$ cat src/rtl/fb_mem_arbiter_if.sv
// rtl/fb_mem_arbiter_if.sv - requester handshakes and RAM pins of fb_mem_arbiter
//
// Purpose: bundles the VGA read port, the UART write port and the cellular
// RAM pins into one interface.
//   slave  modport : arbiter side (takes requests and mem_din, drives acks,
//                    read data and all RAM controls)
//   master modport : requester/pin side (the opposite directions)
// Signals:
//   rd_req/rd_addr -> rd_ack, rd_data, rd_valid        read port
//   wr_req/wr_addr/wr_data/wr_be -> wr_ack              write port
//   mem_addr, mem_dout, mem_dq_oe, mem_*_n -> RAM      mem_din <- RAM
interface fb_mem_arbiter_if #(
  parameter int ADDR_WIDTH = 23,
  parameter int DATA_WIDTH = 16
);
  logic                  rd_req;
  logic [ADDR_WIDTH-1:0] rd_addr;
  logic                  rd_ack;
  logic [DATA_WIDTH-1:0] rd_data;
  logic                  rd_valid;

  logic                  wr_req;
  logic [ADDR_WIDTH-1:0] wr_addr;
  logic [DATA_WIDTH-1:0] wr_data;
  logic [1:0]            wr_be;
  logic                  wr_ack;

  logic [ADDR_WIDTH-1:0] mem_addr;
  logic [DATA_WIDTH-1:0] mem_dout;
  logic [DATA_WIDTH-1:0] mem_din;
  logic                  mem_dq_oe;
  logic                  mem_cs_n;
  logic                  mem_oe_n;
  logic                  mem_we_n;
  logic                  mem_lb_n;
  logic                  mem_ub_n;

  modport slave (
    input  rd_req, rd_addr, wr_req, wr_addr, wr_data, wr_be, mem_din,
    output rd_ack, rd_data, rd_valid, wr_ack,
    output mem_addr, mem_dout, mem_dq_oe, mem_cs_n, mem_oe_n, mem_we_n,
    output mem_lb_n, mem_ub_n
  );

  modport master (
    output rd_req, rd_addr, wr_req, wr_addr, wr_data, wr_be, mem_din,
    input  rd_ack, rd_data, rd_valid, wr_ack,
    input  mem_addr, mem_dout, mem_dq_oe, mem_cs_n, mem_oe_n, mem_we_n,
    input  mem_lb_n, mem_ub_n
  );
endinterface

$ cat src/rtl/fb_mem_arbiter.sv
// rtl/fb_mem_arbiter.sv - VGA-read / UART-write arbiter for async cellular RAM
//
// Purpose: grants one access at a time to the shared RAM and sequences it
// with clock-counted timing. Read: RD (ACCESS_CYCLES) -> RECOV -> IDLE.
// Write: WR (ACCESS_CYCLES) -> WHOLD -> IDLE. Every access spends
// ACCESS_CYCLES+2 clocks from IDLE back to IDLE. All outputs are registered.
// Ports:
//   clk    system clock
//   reset  synchronous, active-high; aborts any access in flight
//   bus    fb_mem_arbiter_if.slave (read port, write port, RAM pins)
// Optional feature macro: FB_ARB_STARVE_GUARD_EN
//   defined   : after MAX_RD_STREAK reads granted while a write waits, the
//               write is granted next even if a read is pending
//   undefined : strict read priority
module fb_mem_arbiter #(
  parameter int ADDR_WIDTH    = 23,
  parameter int DATA_WIDTH    = 16,
  parameter int ACCESS_CYCLES = 4
`ifdef FB_ARB_STARVE_GUARD_EN
  ,
  parameter int MAX_RD_STREAK = 8
`endif
) (
  input  logic               clk,
  input  logic               reset,
  fb_mem_arbiter_if.slave    bus
);

  typedef enum logic [2:0] {
    S_IDLE,
    S_RD,
    S_WR,
    S_WHOLD,
    S_RECOV
  } state_t;

  // Counter runs ACCESS_CYCLES-1 down to 0, so the strobe lasts ACCESS_CYCLES.
  localparam logic [3:0] CNT_LOAD = 4'(ACCESS_CYCLES - 1);

  state_t                state_q, state_d;
  logic [3:0]            cnt_q, cnt_d;
  logic [ADDR_WIDTH-1:0] addr_q, addr_d;
  logic [DATA_WIDTH-1:0] dout_q, dout_d;
  logic [DATA_WIDTH-1:0] rd_data_q, rd_data_d;
  logic                  rd_ack_q, rd_ack_d;
  logic                  wr_ack_q, wr_ack_d;
  logic                  rd_valid_q, rd_valid_d;
  logic                  cs_n_q, cs_n_d;
  logic                  oe_n_q, oe_n_d;
  logic                  we_n_q, we_n_d;
  logic                  lb_n_q, lb_n_d;
  logic                  ub_n_q, ub_n_d;
  logic                  dq_oe_q, dq_oe_d;

  logic                  grant_rd;
  logic                  grant_wr;
  logic                  force_wr;

`ifdef FB_ARB_STARVE_GUARD_EN
  localparam int SW = $clog2(MAX_RD_STREAK + 1);

  logic [SW-1:0] streak_q, streak_d;

  // Streak saturates here: a waiting write is forced through next.
  assign force_wr = bus.wr_req && (streak_q == SW'(MAX_RD_STREAK));

  always_comb begin
    streak_d = streak_q;
    if (grant_wr) begin
      streak_d = '0;
    end else if (grant_rd) begin
      streak_d = bus.wr_req ? streak_q + SW'(1) : '0;
    end
  end
`else
  assign force_wr = 1'b0;
`endif

  // Requests are only looked at in IDLE; read wins unless the guard forces.
  always_comb begin
    grant_rd = 1'b0;
    grant_wr = 1'b0;
    if (state_q == S_IDLE) begin
      if (bus.rd_req && !force_wr) begin
        grant_rd = 1'b1;
      end else if (bus.wr_req) begin
        grant_wr = 1'b1;
      end
    end
  end

  always_comb begin
    state_d    = state_q;
    cnt_d      = cnt_q;
    addr_d     = addr_q;
    dout_d     = dout_q;
    rd_data_d  = rd_data_q;
    rd_ack_d   = 1'b0;
    wr_ack_d   = 1'b0;
    rd_valid_d = 1'b0;
    cs_n_d     = cs_n_q;
    oe_n_d     = oe_n_q;
    we_n_d     = we_n_q;
    lb_n_d     = lb_n_q;
    ub_n_d     = ub_n_q;
    dq_oe_d    = dq_oe_q;

    case (state_q)
      S_IDLE: begin
        cs_n_d  = 1'b1;
        oe_n_d  = 1'b1;
        we_n_d  = 1'b1;
        lb_n_d  = 1'b1;
        ub_n_d  = 1'b1;
        dq_oe_d = 1'b0;
        if (grant_rd) begin
          state_d  = S_RD;
          cnt_d    = CNT_LOAD;
          addr_d   = bus.rd_addr;
          rd_ack_d = 1'b1;
          cs_n_d   = 1'b0;
          oe_n_d   = 1'b0;
          lb_n_d   = 1'b0;
          ub_n_d   = 1'b0;
        end else if (grant_wr) begin
          state_d  = S_WR;
          cnt_d    = CNT_LOAD;
          addr_d   = bus.wr_addr;
          dout_d   = bus.wr_data;
          wr_ack_d = 1'b1;
          cs_n_d   = 1'b0;
          we_n_d   = 1'b0;
          lb_n_d   = ~bus.wr_be[0];
          ub_n_d   = ~bus.wr_be[1];
          dq_oe_d  = 1'b1;
        end
      end

      S_RD: begin
        if (cnt_q == 4'd0) begin
          // Data sampled at the edge closing the last OE cycle.
          state_d    = S_RECOV;
          rd_data_d  = bus.mem_din;
          rd_valid_d = 1'b1;
          cs_n_d     = 1'b1;
          oe_n_d     = 1'b1;
          lb_n_d     = 1'b1;
          ub_n_d     = 1'b1;
        end else begin
          cnt_d = cnt_q - 4'd1;
        end
      end

      S_WR: begin
        if (cnt_q == 4'd0) begin
          // WE rises first; CS, address and data stay put for hold time.
          state_d = S_WHOLD;
          we_n_d  = 1'b1;
        end else begin
          cnt_d = cnt_q - 4'd1;
        end
      end

      S_WHOLD: begin
        state_d = S_IDLE;
        cs_n_d  = 1'b1;
        lb_n_d  = 1'b1;
        ub_n_d  = 1'b1;
        dq_oe_d = 1'b0;
      end

      S_RECOV: begin
        state_d = S_IDLE;
      end

      default: begin
        state_d = S_IDLE;
        cs_n_d  = 1'b1;
        oe_n_d  = 1'b1;
        we_n_d  = 1'b1;
        lb_n_d  = 1'b1;
        ub_n_d  = 1'b1;
        dq_oe_d = 1'b0;
      end
    endcase
  end

  always_ff @(posedge clk) begin
    if (reset) begin
      state_q    <= S_IDLE;
      cnt_q      <= 4'd0;
      addr_q     <= '0;
      dout_q     <= '0;
      rd_data_q  <= '0;
      rd_ack_q   <= 1'b0;
      wr_ack_q   <= 1'b0;
      rd_valid_q <= 1'b0;
      cs_n_q     <= 1'b1;
      oe_n_q     <= 1'b1;
      we_n_q     <= 1'b1;
      lb_n_q     <= 1'b1;
      ub_n_q     <= 1'b1;
      dq_oe_q    <= 1'b0;
`ifdef FB_ARB_STARVE_GUARD_EN
      streak_q   <= '0;
`endif
    end else begin
      state_q    <= state_d;
      cnt_q      <= cnt_d;
      addr_q     <= addr_d;
      dout_q     <= dout_d;
      rd_data_q  <= rd_data_d;
      rd_ack_q   <= rd_ack_d;
      wr_ack_q   <= wr_ack_d;
      rd_valid_q <= rd_valid_d;
      cs_n_q     <= cs_n_d;
      oe_n_q     <= oe_n_d;
      we_n_q     <= we_n_d;
      lb_n_q     <= lb_n_d;
      ub_n_q     <= ub_n_d;
      dq_oe_q    <= dq_oe_d;
`ifdef FB_ARB_STARVE_GUARD_EN
      streak_q   <= streak_d;
`endif
    end
  end

  assign bus.rd_ack    = rd_ack_q;
  assign bus.wr_ack    = wr_ack_q;
  assign bus.rd_valid  = rd_valid_q;
  assign bus.rd_data   = rd_data_q;
  assign bus.mem_addr  = addr_q;
  assign bus.mem_dout  = dout_q;
  assign bus.mem_dq_oe = dq_oe_q;
  assign bus.mem_cs_n  = cs_n_q;
  assign bus.mem_oe_n  = oe_n_q;
  assign bus.mem_we_n  = we_n_q;
  assign bus.mem_lb_n  = lb_n_q;
  assign bus.mem_ub_n  = ub_n_q;

endmodule

$ cat src/flat_wrapper.sv
// flat-port wrapper written by rule: the top's interface ports become plain ports
module fb_mem_arbiter_flat 
#(
  parameter int ADDR_WIDTH    = 23,
  parameter int DATA_WIDTH    = 16,
  parameter int ACCESS_CYCLES = 4

)
  (clk, reset, bus_rd_req, bus_rd_addr, bus_wr_req, bus_wr_addr, bus_wr_data, bus_wr_be, bus_mem_din, bus_rd_ack, bus_rd_data, bus_rd_valid, bus_wr_ack, bus_mem_addr, bus_mem_dout, bus_mem_dq_oe, bus_mem_cs_n, bus_mem_oe_n, bus_mem_we_n, bus_mem_lb_n, bus_mem_ub_n);
  fb_mem_arbiter_if #(.ADDR_WIDTH(ADDR_WIDTH), .DATA_WIDTH(DATA_WIDTH)) bus_i ();
  input  logic clk;
  input  logic reset;
  input wire logic [$bits(bus_i.rd_req)-1:0] bus_rd_req;
  input wire logic [$bits(bus_i.rd_addr)-1:0] bus_rd_addr;
  input wire logic [$bits(bus_i.wr_req)-1:0] bus_wr_req;
  input wire logic [$bits(bus_i.wr_addr)-1:0] bus_wr_addr;
  input wire logic [$bits(bus_i.wr_data)-1:0] bus_wr_data;
  input wire logic [$bits(bus_i.wr_be)-1:0] bus_wr_be;
  input wire logic [$bits(bus_i.mem_din)-1:0] bus_mem_din;
  output wire logic [$bits(bus_i.rd_ack)-1:0] bus_rd_ack;
  output wire logic [$bits(bus_i.rd_data)-1:0] bus_rd_data;
  output wire logic [$bits(bus_i.rd_valid)-1:0] bus_rd_valid;
  output wire logic [$bits(bus_i.wr_ack)-1:0] bus_wr_ack;
  output wire logic [$bits(bus_i.mem_addr)-1:0] bus_mem_addr;
  output wire logic [$bits(bus_i.mem_dout)-1:0] bus_mem_dout;
  output wire logic [$bits(bus_i.mem_dq_oe)-1:0] bus_mem_dq_oe;
  output wire logic [$bits(bus_i.mem_cs_n)-1:0] bus_mem_cs_n;
  output wire logic [$bits(bus_i.mem_oe_n)-1:0] bus_mem_oe_n;
  output wire logic [$bits(bus_i.mem_we_n)-1:0] bus_mem_we_n;
  output wire logic [$bits(bus_i.mem_lb_n)-1:0] bus_mem_lb_n;
  output wire logic [$bits(bus_i.mem_ub_n)-1:0] bus_mem_ub_n;
  assign bus_i.rd_req = bus_rd_req;
  assign bus_i.rd_addr = bus_rd_addr;
  assign bus_i.wr_req = bus_wr_req;
  assign bus_i.wr_addr = bus_wr_addr;
  assign bus_i.wr_data = bus_wr_data;
  assign bus_i.wr_be = bus_wr_be;
  assign bus_i.mem_din = bus_mem_din;
  assign bus_rd_ack = bus_i.rd_ack;
  assign bus_rd_data = bus_i.rd_data;
  assign bus_rd_valid = bus_i.rd_valid;
  assign bus_wr_ack = bus_i.wr_ack;
  assign bus_mem_addr = bus_i.mem_addr;
  assign bus_mem_dout = bus_i.mem_dout;
  assign bus_mem_dq_oe = bus_i.mem_dq_oe;
  assign bus_mem_cs_n = bus_i.mem_cs_n;
  assign bus_mem_oe_n = bus_i.mem_oe_n;
  assign bus_mem_we_n = bus_i.mem_we_n;
  assign bus_mem_lb_n = bus_i.mem_lb_n;
  assign bus_mem_ub_n = bus_i.mem_ub_n;
  fb_mem_arbiter #(.ADDR_WIDTH(ADDR_WIDTH), .DATA_WIDTH(DATA_WIDTH), .ACCESS_CYCLES(ACCESS_CYCLES)) u_core (.clk(clk), .reset(reset), .bus(bus_i));
endmodule
$ cat config.mk
export PLATFORM = sky130hd
export DESIGN_NAME = fb_mem_arbiter_flat
export DESIGN_NICKNAME = d
export VERILOG_FILES = /design/src/rtl/fb_mem_arbiter_if.sv /design/src/rtl/fb_mem_arbiter.sv /design/src/flat_wrapper.sv
export SDC_FILE = /design/constraint.sdc
export NUM_CORES = 1
export LEC_CHECK = 0
export CAP_MARGIN = 20
export CELL_PAD_IN_SITES_DETAIL_PLACEMENT = 0
export CELL_PAD_IN_SITES_GLOBAL_PLACEMENT = 1
export CORE_UTILIZATION = 28
export DETAILED_ROUTE_END_ITERATION = 10
export HOLD_SLACK_MARGIN = 0.03
export PLACE_DENSITY = 0.81
export RECOVER_POWER = 50
export SLEW_MARGIN = 10
export SYNTH_ARGS = -nofsm -noshare
export SYNTH_HDL_FRONTEND = slang
export SYNTH_SLANG_ARGS = --single-unit
$ cat constraint.sdc
create_clock -name clk -period 2.2 [get_ports clk]
set_input_delay 0.66 -clock clk [delete_from_list [all_inputs] [get_ports clk]]
set_output_delay 0.66 -clock clk [all_outputs]
set_load 0.01 [all_outputs]
# Word level (Yosys, flattened, before mapping)
# Index checks and enable logic that the tools add are counted.
# W data, S select, Z words.
[totals] wordCells=85 regBits=71 out_inout_bits=64 inputBits=84
[classes] bitwise_logic=8 n_mux=35 n_reduce_logical=19 eq_ne=8 n_addsub=1
[ops] op="$mux W23" n=2
[ops] op="$mux W1" n=18
[ops] op="$pmux W1 S3" n=5
[ops] op="$mux W3" n=4
[ops] op="$mux W4" n=3
[ops] op="$reduce_and A2 Y1" n=5
[ops] op="$pmux W3 S3" n=1
[ops] op="$reduce_and A3 Y1" n=3
[ops] op="$reduce_or A3 Y1" n=3
[ops] op="$not A1 Y1" n=8
[ops] op="$pmux W4 S2" n=1
[ops] op="$reduce_or A2 Y1" n=4
[ops] op="$eq A3 B2 Y1 const B" n=2
[ops] op="$logic_not A4 Y1" n=1
[ops] op="$ne A2 B1 Y1 const B" n=2
[ops] op="$reduce_bool A2 Y1" n=2
[ops] op="$sub A4 B1 Y4 const B" n=1
[ops] op="$eq A3 B1 Y1 const B" n=1
[ops] op="$eq A3 B3 Y1 const B" n=1
[ops] op="$logic_not A3 Y1" n=1
[ops] op="$ne A3 B1 Y1 const B" n=1
[ops] op="$ne A2 B2 Y1 const B" n=1
[ops] op="$pmux W1 S2" n=1

# Longest topological paths before layout
# Gate-level depths: netlist of run 1.
[logic_depth] depth_word=6 mapped_depth=9 mapped_depth_nobuf=6

# Worst setup path after synthesis of run 1
# No wires, ideal clock.
[synth_timing] kind="flip-flop to flip-flop" start="reg u_core.cnt_q[0]" end="reg u_core.rd_data_q[10], in the netlist u_core.bus.rd_data[10]" path_slack_ns=0.250 period_less_slack_ns=1.950 required_time_ns=2.072 setup_ns=0.128 stages_incl_launch_ff=10 t_arrival_ns=1.823 path_buffers=3 cell_sequence="dfxtp_1 -> inv_1 -> ha_1 -> or3b_1 -> buf_2 -> or3_1 -> buf_6 -> buf_6 -> mux2i_1 -> nor2_1"
[synth_between] elab_chain_len=2
[synth_rtl] element="from (decl)" line="fb_mem_arbiter.sv:41" source="logic [3:0] cnt_q, cnt_d;"
[synth_rtl] element="from (signal assigned)" line="fb_mem_arbiter.sv:209" source="cnt_q <= cnt_d;"
[synth_rtl] element="$logic_not A4 Y1" line="fb_mem_arbiter.sv:140" source="if (cnt_q == 4'd0) begin"
[synth_rtl] element="$reduce_and A2 Y1 (no line)"
[synth_rtl] element="to (signal assigned)" line="fb_mem_arbiter.sv:212" source="rd_data_q <= rd_data_d;"
[synth_rtl] element="to (decl)" line="fb_mem_arbiter.sv:44" source="logic [DATA_WIDTH-1:0] rd_data_q, rd_data_d;"
# Every way passes these cells.
# A chain may end at the register's enable or synchronous reset.

# Final worst setup path of run 1
[layout_timing] start="in bus_rd_req" end="reg u_core.dout_q[13], in the netlist u_core.bus.mem_dout[13]"
[layout_between] elab_chain_len=4 elab_cells_between_ends=6 cone_classes="mux: 4; bitwise: 1; reduce/logical: 1"
[layout_rtl] element="from (decl)" line="flat_wrapper.sv:13" source="input wire logic [$bits(bus_i.rd_req)-1:0] bus_rd_req;"
[layout_rtl] element="$mux W1" line="fb_mem_arbiter.sv:84" source="if (bus.rd_req && !force_wr) begin"
[layout_rtl] element="$mux W1" line="fb_mem_arbiter.sv:83" source="if (state_q == S_IDLE) begin"
[layout_rtl] element="$not A1 Y1 (no line)"
[layout_rtl] element="$reduce_and A3 Y1 (no line) (*)"
[layout_rtl] element="to (signal assigned)" line="fb_mem_arbiter.sv:211" source="dout_q <= dout_d;"
[layout_rtl] element="to (decl)" line="fb_mem_arbiter.sv:43" source="logic [DATA_WIDTH-1:0] dout_q, dout_d;"
# Every way passes the cells marked *; elsewhere a longest branch is shown, timed or not.

==> impl_metrics.ini, run 1 <==
[pwr]
p_clk_share_pct = 25.4
switching_power_uw = 1120
leakage_uw = 0.00188
p_per_area_nw_per_um2 = 773
ir_drop_uv = 374
power_frac_comb_pct = 31.7
p_seq_share_pct = 42.8
power.internal_uw = 2470
switching_share_pct = 31.2
totalPowerFinal_uw = 3590

[detailed_routing]
drt_iter0_drc = 68
antenna_left = 0
vias = 2848
avgRoutedWirePerCell_um = 12.7
drc = 0
dr.pass1.iters = 4
drt-total-wl_um = 7730
via_per_inst = 4.68

[layout]
layout-drive-gt1-share_pct = 6.74
area_delta_synth_final_pct = 64.2
final_cell_mix = clkdlybuf4s50_1, dfxtp_1, nor2_1
register_area_um2 = 1420
n_antenna_cell = 0
nets = 555
nFillCells = 968
final_common_cell = clkdlybuf4s50_1
final_util_pct = 47.5
multi_input_area_um2 = 1260

[global_route]
grt_usage_pct = 15.2
grt_use_met3_pct = 5.27
met1_usage_pct = 16.6
gr-total-overflow = 0
grt_pass1_vias = 2825
grt_start_max_net_pins = 38
busiest_layer = met2
antenna_found_initial = 0
globalRouteMet2Util_pct = 26.5
grt_pass1_wl_um = 12400

[synth]
postSynthRegisterBits = 71
synthArstFlopShare_pct = 0
synth_ff_type = dfxtp_1
syn_inst = 324
syn-num-nets = 409
synth-edff-count = 0
synth_area_um2 = 2830
ys_warn_count = 0
synth_cell_types = 36
syn_area_per_cell_um2 = 8.72
seq_area_frac_synth_pct = 50.3

[timing]
worst_slack_ns = 0.219
skew_ns = 0.00717
period_share_pct = 90.0
finalCriticalPeriod_ns = 1.98
slew_headroom_pct = 65.2
final_hold_viol_count = 0
setup_viol = 0
hold-worst-slack_ns = 0.450
clock.fmax_ghz = 0.505
slew_viol_final = 0
tightestPinTransition_ns = 0.518
rsz0062_at_grt = no

[die]
start_util_pct = 28.9
die_y_um = 102
die-area_um2 = 10500
ios = 148
num_rows = 36
coreArea_um2 = 9770
fp.dieW_um = 102

[critical_path]
critPathMaxFanout = 16
reg2reg_to = u_core.bus.rd_data[7]
critPathSlowestCell = dlygate4sd3_1
crit_arrival_ns = 2.25
cp-end-kind = register
critical_path_class = input pin to register
cp_slowest_stage_delay_ns = 0.65
worst_setup_path_start_kind = input pin
path_cells = dlygate4sd3_1 > nor2b_1 > and2_0 > buf_12 > nand2_1 > a21oi_1
crit_required_ns = 2.47
r2r-start = u_core.cnt_q[0]
r2r_slack_ns = 0.28
rr_worst_depth = 7

[clocking]
clockBufferDepth = 2
cts_resized = 0
cts_tree = yes
cts_root_buf = clkbuf_8
clock-sinks = 71
clkTransAtPathRegs_ns = 0.07
clk_latency_ns = 0.34
htree_levels = 3
post_cts_buffers = 0
holdBufCountCts = 0
cts_buffers = 9

[run]
maxCapViolCount = 0

[worst_hold_path]
min_from = u_core.bus.mem_dout[13]
holdPathStages = 2
hold_path_end = u_core.bus.mem_dout[13]
hp-class = register to register

[placed_design]
port_buffers = 147
routabilityCongestion = 0.702
place_worst_setup_slack_ns = 0.00203
dp_hpwl_um = 5590

[run_status]
status = finished clean
[cell usage after synthesis, types with 3 or more instances]
master,number,area (um2)
or3_1,3,18.8
nor2_1,48,180
a21oi_1,23,115
nand2_1,39,146
o21ai_0,3,15.0
inv_1,6,22.5
nor3_1,29,145
xnor2_1,3,26.3
clkbuf_1,21,78.8
buf_2,3,15.0
a221oi_1,23,201
mux2i_1,17,170
nor4_1,4,25.0
dfxtp_1,71,1420
[power by group through the flow]
stage	registers (uW)	clock network, uW	logic (uW)
finish	1540	912	1140
global route	1560	1010	1270
CTS	1540	962	1190
global placement	1560	0	1170
floorplan	1620	0	521
detailed placement	1570	0	1190
[through the flow]
stage,cells,setup TNS [ns],cell area (um2)
2_1_floorplan,324,0,2830
6_report,608,0,4640
3_5_place_dp,592,0,4490
4_1_cts,608,0,4670
3_3_place_gp,592,-0.0000981,4490
5_1_grt,608,0,4640
[metal layers]
layer,part of all wire [%],vias up
met2,48,90
met5,0,-
met1,42,1313
li1,-,1436
met3,9.0,9
met4,1.4,0
[registers in the layout, summed over array words and instances (netlist names), 3 cells and up]
register             cells
u_core.cnt_q             4
u_core.state_q           3
u_core.bus.mem_addr     23
u_core.bus.rd_data      16
u_core.bus.mem_dout     16
[kinds of logic after synthesis]
kind of cell | share of synthesized area [%]
fa+ha+maj | 0.443
mux | 6.42
buf+inv | 5.18
flops | 50.3
compound gates | 16.2
simple gates | 20.5
xor+xnor | 0.930
[cell type report]
type	count	share of cell area, %
clock inverter	7	1.08
tap	133	3.58
timing repair buffer	163	34.4
sequential	71	30.6
inverter	6	0.485
multi-input combinational	219	27.1
clock buffer	9	2.67
[critical path, delay by kind of cell]
| family | cells | cell delay, ns |
|---|---|---|
| compound gates | 1 | 0.11 |
| simple gates | 3 | 0.64 |
| buf+inv | 2 | 0.83 |
[how the worst max path moves through the flow]
| stage | from | endpoint | slack, ns |
|---|---|---|---|
| floorplan | u_core.cnt_q[0] | u_core.bus.rd_data[10] | 0.25 |
| CTS | u_core.bus.mem_cs_n | bus_mem_cs_n | 0.25 |
| finish | bus_rd_req | u_core.bus.mem_dout[13] | 0.22 |
| detailed placement | bus_rd_req | u_core.bus.mem_dout[1] | 0.002 |
| global placement | bus_wr_req | u_core.bus.mem_dout[14] | -0.0001 |
| global route | bus_rd_req | u_core.bus.mem_addr[2] | 0.1 |
No activity file was read; power rests on OpenSTA's default activity.
==> run 2, diff against run 1 <==
CTS_BUF_LIST = sky130_fd_sc_hd__clkbuf_8   (was not set)
==> results of run 2 <==
No change in the layout: final DEF, timing and power equal those of run 1.
